## config.mk

```make
export PLATFORM = sky130hd
export DESIGN_NAME = fetch_unit
export DESIGN_NICKNAME = d
export VERILOG_FILES = /design/src/rtl/fetch_unit.sv
export SDC_FILE = /design/constraint.sdc
export NUM_CORES = 1
export LEC_CHECK = 0
export ABC_AREA = 1
export BUFFER_PORTS_ARGS = -buffer_cell sky130_fd_sc_hd__buf_2
export CAP_MARGIN = 20
export CORE_UTILIZATION = 54
export DETAILED_ROUTE_END_ITERATION = 6
export PLACE_DENSITY = 0.82
export SYNTH_ARGS = -nofsm -noshare
export SYNTH_HDL_FRONTEND = slang
export SYNTH_SLANG_ARGS = --single-unit
```

## constraint.sdc

```tcl
create_clock -name clk -period 2.9 [get_ports clk]
set_clock_uncertainty 0.05 [all_clocks]
set_input_delay 0.145 -clock clk [delete_from_list [all_inputs] [get_ports clk]]
set_output_delay 0.145 -clock clk [all_outputs]
set_load 0.02 [all_outputs]
```

## src/rtl/fetch_unit.sv

```systemverilog
// Instruction fetch stage: owns the PC, drives the instruction memory word
// address and captures the fetched word into the IF/ID register. Supports
// stall, redirect with flush, a start gate and a sticky misaligned-target halt.
module fetch_unit #(
    parameter logic [31:0] RESET_PC = 32'h0000_0000,
    parameter logic [31:0] NOP_INST = 32'h0000_0013
) (
    input  logic        clk,
    input  logic        rst,
    input  logic        start,
    input  logic        stall,
    input  logic        redirect,
    input  logic [31:0] redirect_pc,
    output logic [5:0]  imem_addr,
    input  logic [31:0] imem_data,
    output logic        if_valid,
    output logic [31:0] if_inst,
    output logic [31:0] if_pc,
    output logic [31:0] if_pc_plus4,
    output logic        halted,
    output logic [15:0] fetch_count
);

    typedef enum logic [1:0] {StIdle, StRun, StHalt} state_t;

    state_t      state_q, state_d;
    logic [31:0] pc_q, pc_d;
    logic        if_valid_q, if_valid_d;
    logic [31:0] if_inst_q, if_inst_d;
    logic [31:0] if_pc_q, if_pc_d;
    logic [31:0] if_pc_plus4_q, if_pc_plus4_d;
    logic [15:0] fetch_count_q, fetch_count_d;
    logic        misaligned;

    assign misaligned = redirect && (redirect_pc[1:0] != 2'b00);

    // State register
    always_ff @(posedge clk) begin
        if (rst) begin
            state_q <= StIdle;
        end else begin
            state_q <= state_d;
        end
    end

    // Next-state logic: misaligned redirect beats start; HALT is terminal
    always_comb begin
        state_d = state_q;
        unique case (state_q)
            StIdle: begin
                if (misaligned) begin
                    state_d = StHalt;
                end else if (start) begin
                    state_d = StRun;
                end
            end
            StRun: begin
                if (misaligned) begin
                    state_d = StHalt;
                end
            end
            StHalt:  state_d = StHalt;
            default: state_d = StIdle;
        endcase
    end

    // FSM outputs
    always_comb begin
        halted = (state_q == StHalt);
    end

    // Datapath next values: misaligned > redirect > stall > advance
    always_comb begin
        pc_d          = pc_q;
        if_valid_d    = if_valid_q;
        if_inst_d     = if_inst_q;
        if_pc_d       = if_pc_q;
        if_pc_plus4_d = if_pc_plus4_q;
        fetch_count_d = fetch_count_q;
        if (state_q != StHalt) begin
            if (misaligned) begin
                if_valid_d = 1'b0;
                if_inst_d  = NOP_INST;
            end else if (redirect) begin
                // Flush the wrong-path word; target is fetched next edge
                pc_d       = redirect_pc;
                if_valid_d = 1'b0;
                if_inst_d  = NOP_INST;
            end else if ((state_q == StRun) && !stall) begin
                if_inst_d     = imem_data;
                if_pc_d       = pc_q;
                if_pc_plus4_d = pc_q + 32'd4;
                if_valid_d    = 1'b1;
                pc_d          = pc_q + 32'd4;
                if (fetch_count_q != 16'hFFFF) begin
                    fetch_count_d = fetch_count_q + 16'd1;
                end
            end
        end
    end

    // PC and IF/ID registers
    always_ff @(posedge clk) begin
        if (rst) begin
            pc_q          <= RESET_PC;
            if_valid_q    <= 1'b0;
            if_inst_q     <= NOP_INST;
            if_pc_q       <= 32'd0;
            if_pc_plus4_q <= 32'd0;
            fetch_count_q <= 16'd0;
        end else begin
            pc_q          <= pc_d;
            if_valid_q    <= if_valid_d;
            if_inst_q     <= if_inst_d;
            if_pc_q       <= if_pc_d;
            if_pc_plus4_q <= if_pc_plus4_d;
            fetch_count_q <= fetch_count_d;
        end
    end

    // Output mapping; byte addresses wrap every 256 bytes onto the 64-word memory
    always_comb begin
        imem_addr   = pc_q[7:2];
        if_valid    = if_valid_q;
        if_inst     = if_inst_q;
        if_pc       = if_pc_q;
        if_pc_plus4 = if_pc_plus4_q;
        fetch_count = fetch_count_q;
    end

endmodule

```

==> results.yml, run 1 <==
logic_synthesis:
  synth_edf_count: 0
  synth_cell_types: 34
  synthArstFlopShare: 0
  synthCells: 946
  ys_seq_area_frac: 0.4346
  yosysWarnings: 0
  synth.area.top_cells: "dfxtp_1 43%, nand2_1 13%, a21oi_1 8.8%"
  synth_nets: 1021
  ys_ff_latch: 145
  synth-main-ff-cell: "dfxtp_1"
  synth_area_leader_cell: "dfxtp_1"
  avgSynthCellArea_um2: 7.060
  netlist.area_leader.share: 0.4346
  post_synth_instance_area_um2: 6679
cells_and_area:
  nets: 1242
  antenna_cells: 0
  fin_cells: 1325
  nFillCells: 907
  multi_input_area_um2: 3198
  final_common_cell: "nand2_1"
  post-route-cell-area_um2: 8818
  layout_common_cells: "223 x nand2_1, 188 x buf_2, 145 x dfxtp_1"
  area_growth_pct: 32.03
  regArea_um2: 2903
  drive_gt1_frac: 0.2156
sta:
  setup_viol: 0
  fin_setup_tns_ps: 0
  fin_crit_sh: 0.7775
  period_needed_ps: 2255
  slew_headroom: 0.5797
  drv_slew: 0
  fmax_mhz: 443.5
  rsz0062_at_grt: "false"
  hold_viol: 0
  worst_pin_slew_ps: 630.4
drt:
  wire_per_inst_um: 15.09
  ant_nets: 0
  vias_per_cell: 5.377
  vias: 7125
  drcViolationCount: 0
  dr.pass1.iters: 5
  drt_iter0_markers: 466
  routed_wl_um: 19990
clock_tree:
  cts_resized: 0
  clockRootBuffer: "clkbuf_16"
  numCtsBuffers: 17
  clkLatencyLatePin_ps: 420
  clock_path_buffers: 2
  clock_sinks: 145
  htree_levels: 4
  tritoncts: "done"
  clk_pin_slew_ps: 60
critical_path:
  critPathTopFamily: "buffers and inverters"
  crit_chain: "inv_1 -> ha_1 -> inv_1 -> nand2_1 -> nand2_2 -> nand2_1 -> buf_4 -> inv_1 -> buf_4 -> o21ai_0 -> a21oi_1"
  slowest_delay_ps: 380
  cp_max_fo: 32
  crit_buf_inv: 5
  arrival_ps: 2550
  required_ps: 3200
  cp_slowest_cell: "dfxtp_1"
  cpMostUsedCell: "inv_1"
  critPathLaunchType: "register"
  endpoint_kind: "register"
  critical_path_class: "reg2reg"
power:
  swShare: 0.2840
  power_density_nw_per_um2: 636.6
  leakage_nw: 4.129
  finalPower_mw: 5.614
  comb_power_share: 0.171
  total_switching_power_mw: 1.594
  ir_worst_vdd_uv: 497.9
  seqPwrFrac: 0.408
  internal_power_mw: 4.019
  clock_power_share: 0.421
grt:
  grt_usage: 0.3172
  antenna_found_initial: 0
  grt_pass1_wl_um: 32170
  grt_pass1_vias: 6960
  grt_max_degree: 53
  grt-ovfl-total: 0
place:
  placed_cells: 1235
  placed_cell_area_um2: 7586
  hpwl_um: 12340
  port_buffers: 188
  gp_congestion: 0.9010
floorplanning:
  dieHeight_um: 113.2
  die_area_um2: 12820
  rows: 40
  initial_core_util: 0.5560
  fp.coreArea_um2: 12010
  top_level_ports: 189
  die_x_um: 113.2
min_path:
  hold_class: "in2reg"
run_status:
  status: "completed"
run:
  drv_cap: 0
-- stage by stage --
step / setup slack (ps) / utilization / hold WS (ps)
floorplan: 1147 / - / 222.0
global placement: 909.3 / 0.6316 / 330.9
detailed placement: 815.1 / 0.6316 / 321.2
CTS: 674.2 / 0.7342 / 9.149
global route: 469.8 / 0.7342 / 4.267
finish: 645.3 / 0.7342 / 2.342
-- state kept, by name, indices dropped and copies added, names as in the netlist --
register and count:
if_pc_plus4 30, if_inst 32, if_pc 32, state_q 2
pc_q 32, fetch_count 16, if_valid 1
-- power groups by stage --
stage | Combinational [mW] | Sequential [mW] | Clock (mW)
finish | 0.960 | 2.29 | 2.36
CTS | 0.943 | 2.28 | 2.37
global route | 1.05 | 2.31 | 2.47
floorplan | 0.550 | 2.37 | 0
global placement | 0.845 | 2.32 | 0
detailed placement | 0.864 | 2.32 | 0
-- layout make-up --
type,instances,share of cell area
clock buffer,20,0.05065
inverter,72,0.03065
tap,147,0.02086
multi-input combinational,671,0.3627
clock inverter,10,0.02100
sequential,145,0.3292
timing repair buffer,260,0.1850
-- cells by family (layout without fill, tap and decap cells) --
kind of cell	Yosys count	count (layout)	synth area share
adders and majority gates	6	6	0.01124
AOI/OAI and AO/OA	227	227	0.1740
xor gates and xnor gates	23	23	0.03129
DFF	145	145	0.4346
and+or+nand+nor	415	415	0.2623
buffers and inverters	130	362	0.08655
-- metal layers --
layer / up-vias / GRT usage / wire, µm
met5: - / 0 / 0
li1: 3472 / - / -
met3: 85 / 0.06588 / 1224
met4: 0 / 0.2079 / 996
met2: 325 / 0.5661 / 9978
met1: 3243 / 0.3395 / 7792
-- tightest hold or removal path, stage by stage --
cell and delay [ps]:
buf_2 80, a21oi_1 70, a21oi_1 140
-- synthesized netlist by cell type, types with 4 or more instances --
master	number
nand2_1	223
dfxtp_1	145
nor2_1	130
a21oi_1	118
o21ai_0	94
inv_1	70
nand3_1	28
clkbuf_1	24
buf_2	15
buf_4	15
xor2_1	13
xnor2_1	9
nor2_4	7
ha_1	6
a21o_1	5
nor3_1	5
nand2_2	4
nand2_4	4
nor2_2	4
-- worst paths after layout --
path	from	endpoint	slack, ps	cells past startpoint
max reg2reg	state_q[0]	pc_q[25]	650	11
min	redirect_pc[12]	pc_q[12]	2	3
max	state_q[0]	pc_q[25]	650	11
min reg2reg	pc_q[1]	pc_q[1]	400	2
-- timing repair --
| item | 4_1_cts | 5_1_grt |
|---|---|---|
| buffers inserted | 0 | 0 |
| hold buffers | 60 | 0 |
| endpoints found under the hold margin | 59 | 0 |
Power figures use the tool's default switching activity.
==> run 2, diff against run 1 <==
==> config.mk (replaced) <==
export PLATFORM = sky130hd
export DESIGN_NAME = fetch_unit
export DESIGN_NICKNAME = d
export VERILOG_FILES = /design/src/rtl/fetch_unit.sv
export SDC_FILE = /design/constraint.sdc
export NUM_CORES = 1
export LEC_CHECK = 0
export ABC_AREA = 0
export BUFFER_PORTS_ARGS = -buffer_cell sky130_fd_sc_hd__buf_2
export CAP_MARGIN = 20
export CORE_UTILIZATION = 47
export DETAILED_ROUTE_END_ITERATION = 6
export PLACE_DENSITY = 0.76
export SYNTH_ARGS = -nofsm -noshare
export SYNTH_HDL_FRONTEND = slang
export SYNTH_SLANG_ARGS = --single-unit
==> constraint.sdc (replaced) <==
create_clock -name clk -period 1.85 [get_ports clk]
set_clock_uncertainty 0.05 [all_clocks]
set_input_delay 0.0925 -clock clk [delete_from_list [all_inputs] [get_ports clk]]
set_output_delay 0.0925 -clock clk [all_outputs]
set_load 0.02 [all_outputs]
==> results.yml, run 2 <==
cells_and_area:
  nets: 1219
  area_growth_pct: 68.58
  post-route-cell-area_um2: 11010
  layout_common_cells: "187 x buf_2, 134 x dfxtp_1, 103 x buf_4"
  final_common_cell: "buf_2"
  multi_input_area_um2: 4064
  fin_cells: 1333
  nFillCells: 764
  antenna_cells: 0
  final_core_util: 0.8219
  regArea_um2: 2924
  drive_gt1_frac: 0.4659
critical_path:
  crit_buf_inv: 5
  endpoint_kind: "register"
  arrival_ps: 2490
  critPathTopFamily: "simple AND/OR/NAND/NOR gates"
  required_ps: 2130
  cpMostUsedCell: "buf_12"
  cp_max_fo: 6
  slowest_delay_ps: 420
  critPathLaunchType: "register"
  crit_chain: "inv_4 -> ha_4 -> buf_6 -> or3b_4 -> nor2_4 -> buf_12 -> buf_12 -> buf_12 -> nor2_1 -> a211oi_1"
  critical_path_class: "reg2reg"
  cp_slowest_cell: "or3b_4"
logic_synthesis:
  ys_seq_area_frac: 0.4443
  synthArstFlopShare: 0
  post_synth_instance_area_um2: 6534
  synth.area.top_cells: "dfxtp_1 44%, nor2_1 6.4%, nand2_1 6.3%"
  synthCells: 803
  synth_nets: 878
  synth-main-ff-cell: "dfxtp_1"
  netlist.area_leader.share: 0.4443
  synth_cell_types: 61
  yosysMostFrequentCell: "dfxtp_1"
  synth_area_leader_cell: "dfxtp_1"
  yosys-top-cells-count: "145 x dfxtp_1, 112 x nor2_1, 110 x nand2_1"
  yosysWarnings: 0
  avgSynthCellArea_um2: 8.137
  synth_edf_count: 0
  ys_ff_latch: 145
sta:
  drv_slew: 0
  worst_pin_slew_ps: 506.2
  rsz0062_at_grt: "true"
  slew_headroom: 0.6618
  hold_viol: 0
  setup_viol: 120
  timing.final.ws_setup_ps: -352.7
  fmax_mhz: 454.0
  period_needed_ps: 2203
  fin_crit_sh: 1.191
power:
  power_density_nw_per_um2: 708.0
  ir_worst_vdd_uv: 643.6
  leakage_nw: 4.714
drt:
  ant_nets: 0
  drcViolationCount: 0
  wire_per_inst_um: 19.95
  dr.pass1.iters: 5
  vias: 7720
  routed_wl_um: 26590
  drt_iter0_markers: 562
  vias_per_cell: 5.791
grt:
  grt-ovfl-total: 0
  grt_usage: 0.3277
  grt_pass1_wl_um: 36510
  grt_pass1_vias: 7373
  antenna_found_initial: 0
  grt_max_degree: 47
run_status:
  status: "finished, violations left"
  violations: "setup timing"
floorplanning:
  rows: 42
  die_x_um: 119.9
  die_area_um2: 14380
  fp.coreArea_um2: 13400
  dieHeight_um: 119.9
  initial_core_util: 0.4876
  top_level_ports: 189
run:
  drv_cap: 0
place:
  port_buffers: 188
  pre_cts_ws_ps: -302.6
  placed_cell_area_um2: 8337
  hpwl_um: 13340
  placed_cells: 1198
  gp_congestion: 0.8715
clock_tree:
  clock_sinks: 145
  numCtsBuffers: 17
  htree_levels: 4
  clockRootBuffer: "clkbuf_16"
  clkLatencyLatePin_ps: 440
  tritoncts: "done"
  clock_path_buffers: 2
  clk_pin_slew_ps: 70
min_path:
  hold_class: "in2reg"
-- run 2: cell count changes after synthesis, moves of 14 or more --
cell	before	now
clkbuf_1	24	49
nor2_1	130	112
nand2_1	223	110
o21ai_0	94	23
a21oi_1	118	57
a211oi_1	3	28
a22oi_1	0	35
inv_1	70	9
a31oi_1	2	16
-- run 2: layer usage --
| metal | share of wire | global-route usage | vias to the layer above |
|---|---|---|---|
| li1 | - | - | 3503 |
| met1 | 0.37 | 0.3688 | 3683 |
| met2 | 0.51 | 0.5772 | 436 |
| met3 | 0.077 | 0.08793 | 98 |
| met4 | 0.042 | 0.1414 | 0 |
| met5 | 0 | 0 | - |
-- run 2: per-stage QoR --
step                      power, mW  hold slack (ps)  setup TNS [ps]
after floorplan               3.770            165.0          -10460
after global placement        4.068            253.9          -22420
after detailed placement      4.093            259.0          -23780
after CTS                     7.583           0.7578          -21990
after global routing          8.027            22.58          -30760
final                         7.798            12.43          -24380
-- run 2: final cells by class --
class,instances,share of cell area
multi-input cells,573,0.3690
repair buffers,397,0.2904
flip-flops and latches,145,0.2655
clock buffers,18,0.04090
well taps,176,0.01999
clock inverters,14,0.01068
inverters,10,0.003635
-- run 2: worst reg2reg max path: stages, from the launching register on --
cell and delay [ps]:
dfxtp_4 370, inv_4 40, ha_4 160, buf_6 120, or3b_4 420, nor2_4 220, buf_12 160, buf_12 150
buf_12 120, nor2_1 50, a211oi_1 230
-- run 2: repair_timing --
item,4_1_cts,5_1_grt
pin swaps,27,103
resized for setup,59,191
hold buffers,54,0
gates cloned,15,2
setup endpoints to repair,131,132
endpoints found under the hold margin,53,0
setup buffers,28,19
-- run 2: cell families after synthesis --
| family | count (synthesis) | share of synthesized area |
|---|---|---|
| AND/OR/NAND/NOR | 335 | 0.2417 |
| AO/OA/AOI/OAI | 192 | 0.1911 |
| buffers and inverters | 86 | 0.05821 |
| adder cells (fa/ha/maj) | 6 | 0.01149 |
| flip-flops | 145 | 0.4443 |
| XOR/XNOR | 34 | 0.04558 |
| multiplexers | 5 | 0.007660 |
-- run 2: where the power goes --
group | switching, mW | internal [mW]
Clock | 1.52 | 1.84
Combinational | 0.636 | 0.561
Sequential | 0.0594 | 3.19
-- run 2: path summary, 6_finish.rpt --
kind              startpoint             end  slack (ps)  cells after the start
max               state_q[0]  if_pc_plus4[6]        -350                     10
min          redirect_pc[10]        pc_q[10]          10                      4
max reg2reg       state_q[0]  if_pc_plus4[6]        -350                     10
min reg2reg          pc_q[0]        if_pc[0]         410                      2
==> run 3, diff against run 2 <==
--- a/config.mk
+++ b/config.mk
@@ -5,7 +5,7 @@
 export SDC_FILE = /design/constraint.sdc
 export NUM_CORES = 1
 export LEC_CHECK = 0
-export ABC_AREA = 0
+export ABC_AREA = 1
 export BUFFER_PORTS_ARGS = -buffer_cell sky130_fd_sc_hd__buf_2
 export CAP_MARGIN = 20
 export CORE_UTILIZATION = 47
==> results.yml, run 3 (synthesis gave the netlist of run 1 again) <==
drt:
  drcViolationCount: 0
  vias_per_cell: 5.137
  vias: 7120
  drt_iter0_markers: 453
  wire_per_inst_um: 14.78
  dr.pass1.iters: 5
  routed_wl_um: 20490
  ant_nets: 0
critical_path:
  endpoint_kind: "register"
  cp-startpoint: "state_q[0]"
  required_ps: 2160
  critical_path_class: "reg2reg"
  arrival_ps: 2080
  cp_max_fo: 16
  critPathLaunchType: "register"
  r2r-start: "state_q[0]"
  r2r_cells: 10
  r2r-end: "pc_q[20]"
  ff2ff_setup_slack_ps: 80
  endpoint: "pc_q[20]"
cells_and_area:
  nets: 1268
  antenna_cells: 0
  final_core_util: 0.6680
  drive_gt1_frac: 0.2388
  layout_common_cells: "222 x nand2_1, 188 x buf_2, 142 x dfxtp_1"
  area_growth_pct: 38.83
  final_common_cell: "nand2_1"
  fin_cells: 1386
grt:
  grt-ovfl-total: 0
  grt_pass1_wl_um: 31390
  grt_pass1_vias: 6539
  grt_usage: 0.2751
  grt_max_degree: 53
  antenna_found_initial: 0
floorplanning:
  die_x_um: 121.2
  initial_core_util: 0.4812
  top_level_ports: 189
  rows: 43
  dieHeight_um: 121.2
  fp.coreArea_um2: 13880
  die_area_um2: 14690
sta:
  drv_slew: 0
  period_needed_ps: 1767
  hold_viol: 0
  fin_crit_sh: 0.9552
  fmax_mhz: 565.9
  hold_ws_ps: 85.19
  worst_pin_slew_ps: 564.5
  slew_headroom: 0.6237
  setup_viol: 0
power:
  power_density_nw_per_um2: 990.6
  internal_power_mw: 6.554
  comb_power_share: 0.186
  clock_power_share: 0.425
  ir_worst_vdd_uv: 715.3
  leakage_nw: 4.293
  swShare: 0.2865
  total_switching_power_mw: 2.632
  seqPwrFrac: 0.390
run_status:
  status: "completed"
min_path:
  hold_class: "in2reg"
  min_from: "rst"
place:
  hpwl_um: 12850
  gp_congestion: 0.9063
  placed_cells: 1279
  port_buffers: 188
run:
  drv_cap: 0
clock_tree:
  clk_pin_slew_ps: 60
  clock_sinks: 145
  clock_path_buffers: 2
  tritoncts: "done"
  numCtsBuffers: 17
  htree_levels: 4
  clkLatencyLatePin_ps: 430
  clockRootBuffer: "clkbuf_16"
## run 3: cell types whose count changed in the layout (fill, tap and decap cells not counted), moves of 15 or more
| cell | before | now |
|---|---|---|
| o21ai_0 | 17 | 87 |
| nand2_1 | 83 | 222 |
| buf_6 | 16 | 1 |
| a21oi_1 | 34 | 117 |
| a22oi_1 | 15 | 0 |
| a22oi_2 | 20 | 0 |
| a211oi_2 | 19 | 0 |
| buf_4 | 103 | 20 |
| nor2_1 | 90 | 128 |
| a21oi_2 | 23 | 1 |
| inv_1 | 7 | 65 |
## run 3: power groups by stage
stage / clock network [mW] / logic (mW) / registers [mW]
after CTS: 3.93 / 1.61 / 3.56
after detailed placement: 0 / 1.46 / 3.63
final: 3.90 / 1.71 / 3.58
after global routing: 4.08 / 1.84 / 3.61
after global placement: 0 / 1.44 / 3.62
after floorplan: 0 / 0.863 / 3.72
## run 3: final cells by class
| cell class | count | area [µm²] |
|---|---|---|
| clock inverters | 14 | 237.7 |
| fillers | 1179 | 4608 |
| well taps | 180 | 225.2 |
| multi-input cells | 671 | 3233 |
| clock buffers | 18 | 429.2 |
| flip-flops and latches | 145 | 2912 |
| repair buffers | 286 | 1963 |
| inverters | 72 | 272.8 |
## run 3: worst max-delay path, stage by stage, from the launching register on
cell and delay (ps):
dfxtp_4 370, inv_1 70, ha_1 220, inv_2 110
nand2_1 120, nand2_2 140, nand2_2 90, inv_2 110
clkbuf_16 190, o21ai_0 90, a21oi_1 140
## run 3: worst min-delay path by stage
stage | to | slack, ps | cells past startpoint
6_report | if_inst[1] | 90 | 4
5_1_grt | if_inst[1] | 90 | 4
4_1_cts | if_inst[1] | 70 | 4
3_3_place_gp | if_inst[1] | 260 | 3
2_1_floorplan | if_inst[1] | 170 | 2
3_5_place_dp | if_inst[1] | 270 | 3
## run 3: per-stage QoR
step / TNS [ps] / setup slack [ps] / cell area [µm²] / power (mW)
after floorplan: 0 / 97.02 / 6679 / 4.583
after global placement: 0 / 2.802 / 7772 / 5.067
after detailed placement: -102.1 / -60.56 / 7772 / 5.090
after CTS: 0 / 2.077 / 9193 / 9.097
after global routing: -71.03 / -20.65 / 9273 / 9.535
final: 0 / 82.85 / 9273 / 9.186
## run 3: repair_timing
item	CTS	global route
setup endpoints to repair	14	118
gates resized for setup	0	28
hold endpoints to repair	65	0
hold buffers	68	0
pin swaps	2	6
gates cloned	1	1
setup buffers	2	4
## run 3: routing by layer
metal / part of all wire / vias up / GRT usage
li1: - / 3526 / -
met3: 0.060 / 69 / 0.06297
met1: 0.42 / 3245 / 0.3265
met4: 0.041 / 0 / 0.1458
met2: 0.48 / 280 / 0.4607
met5: 0 / - / 0
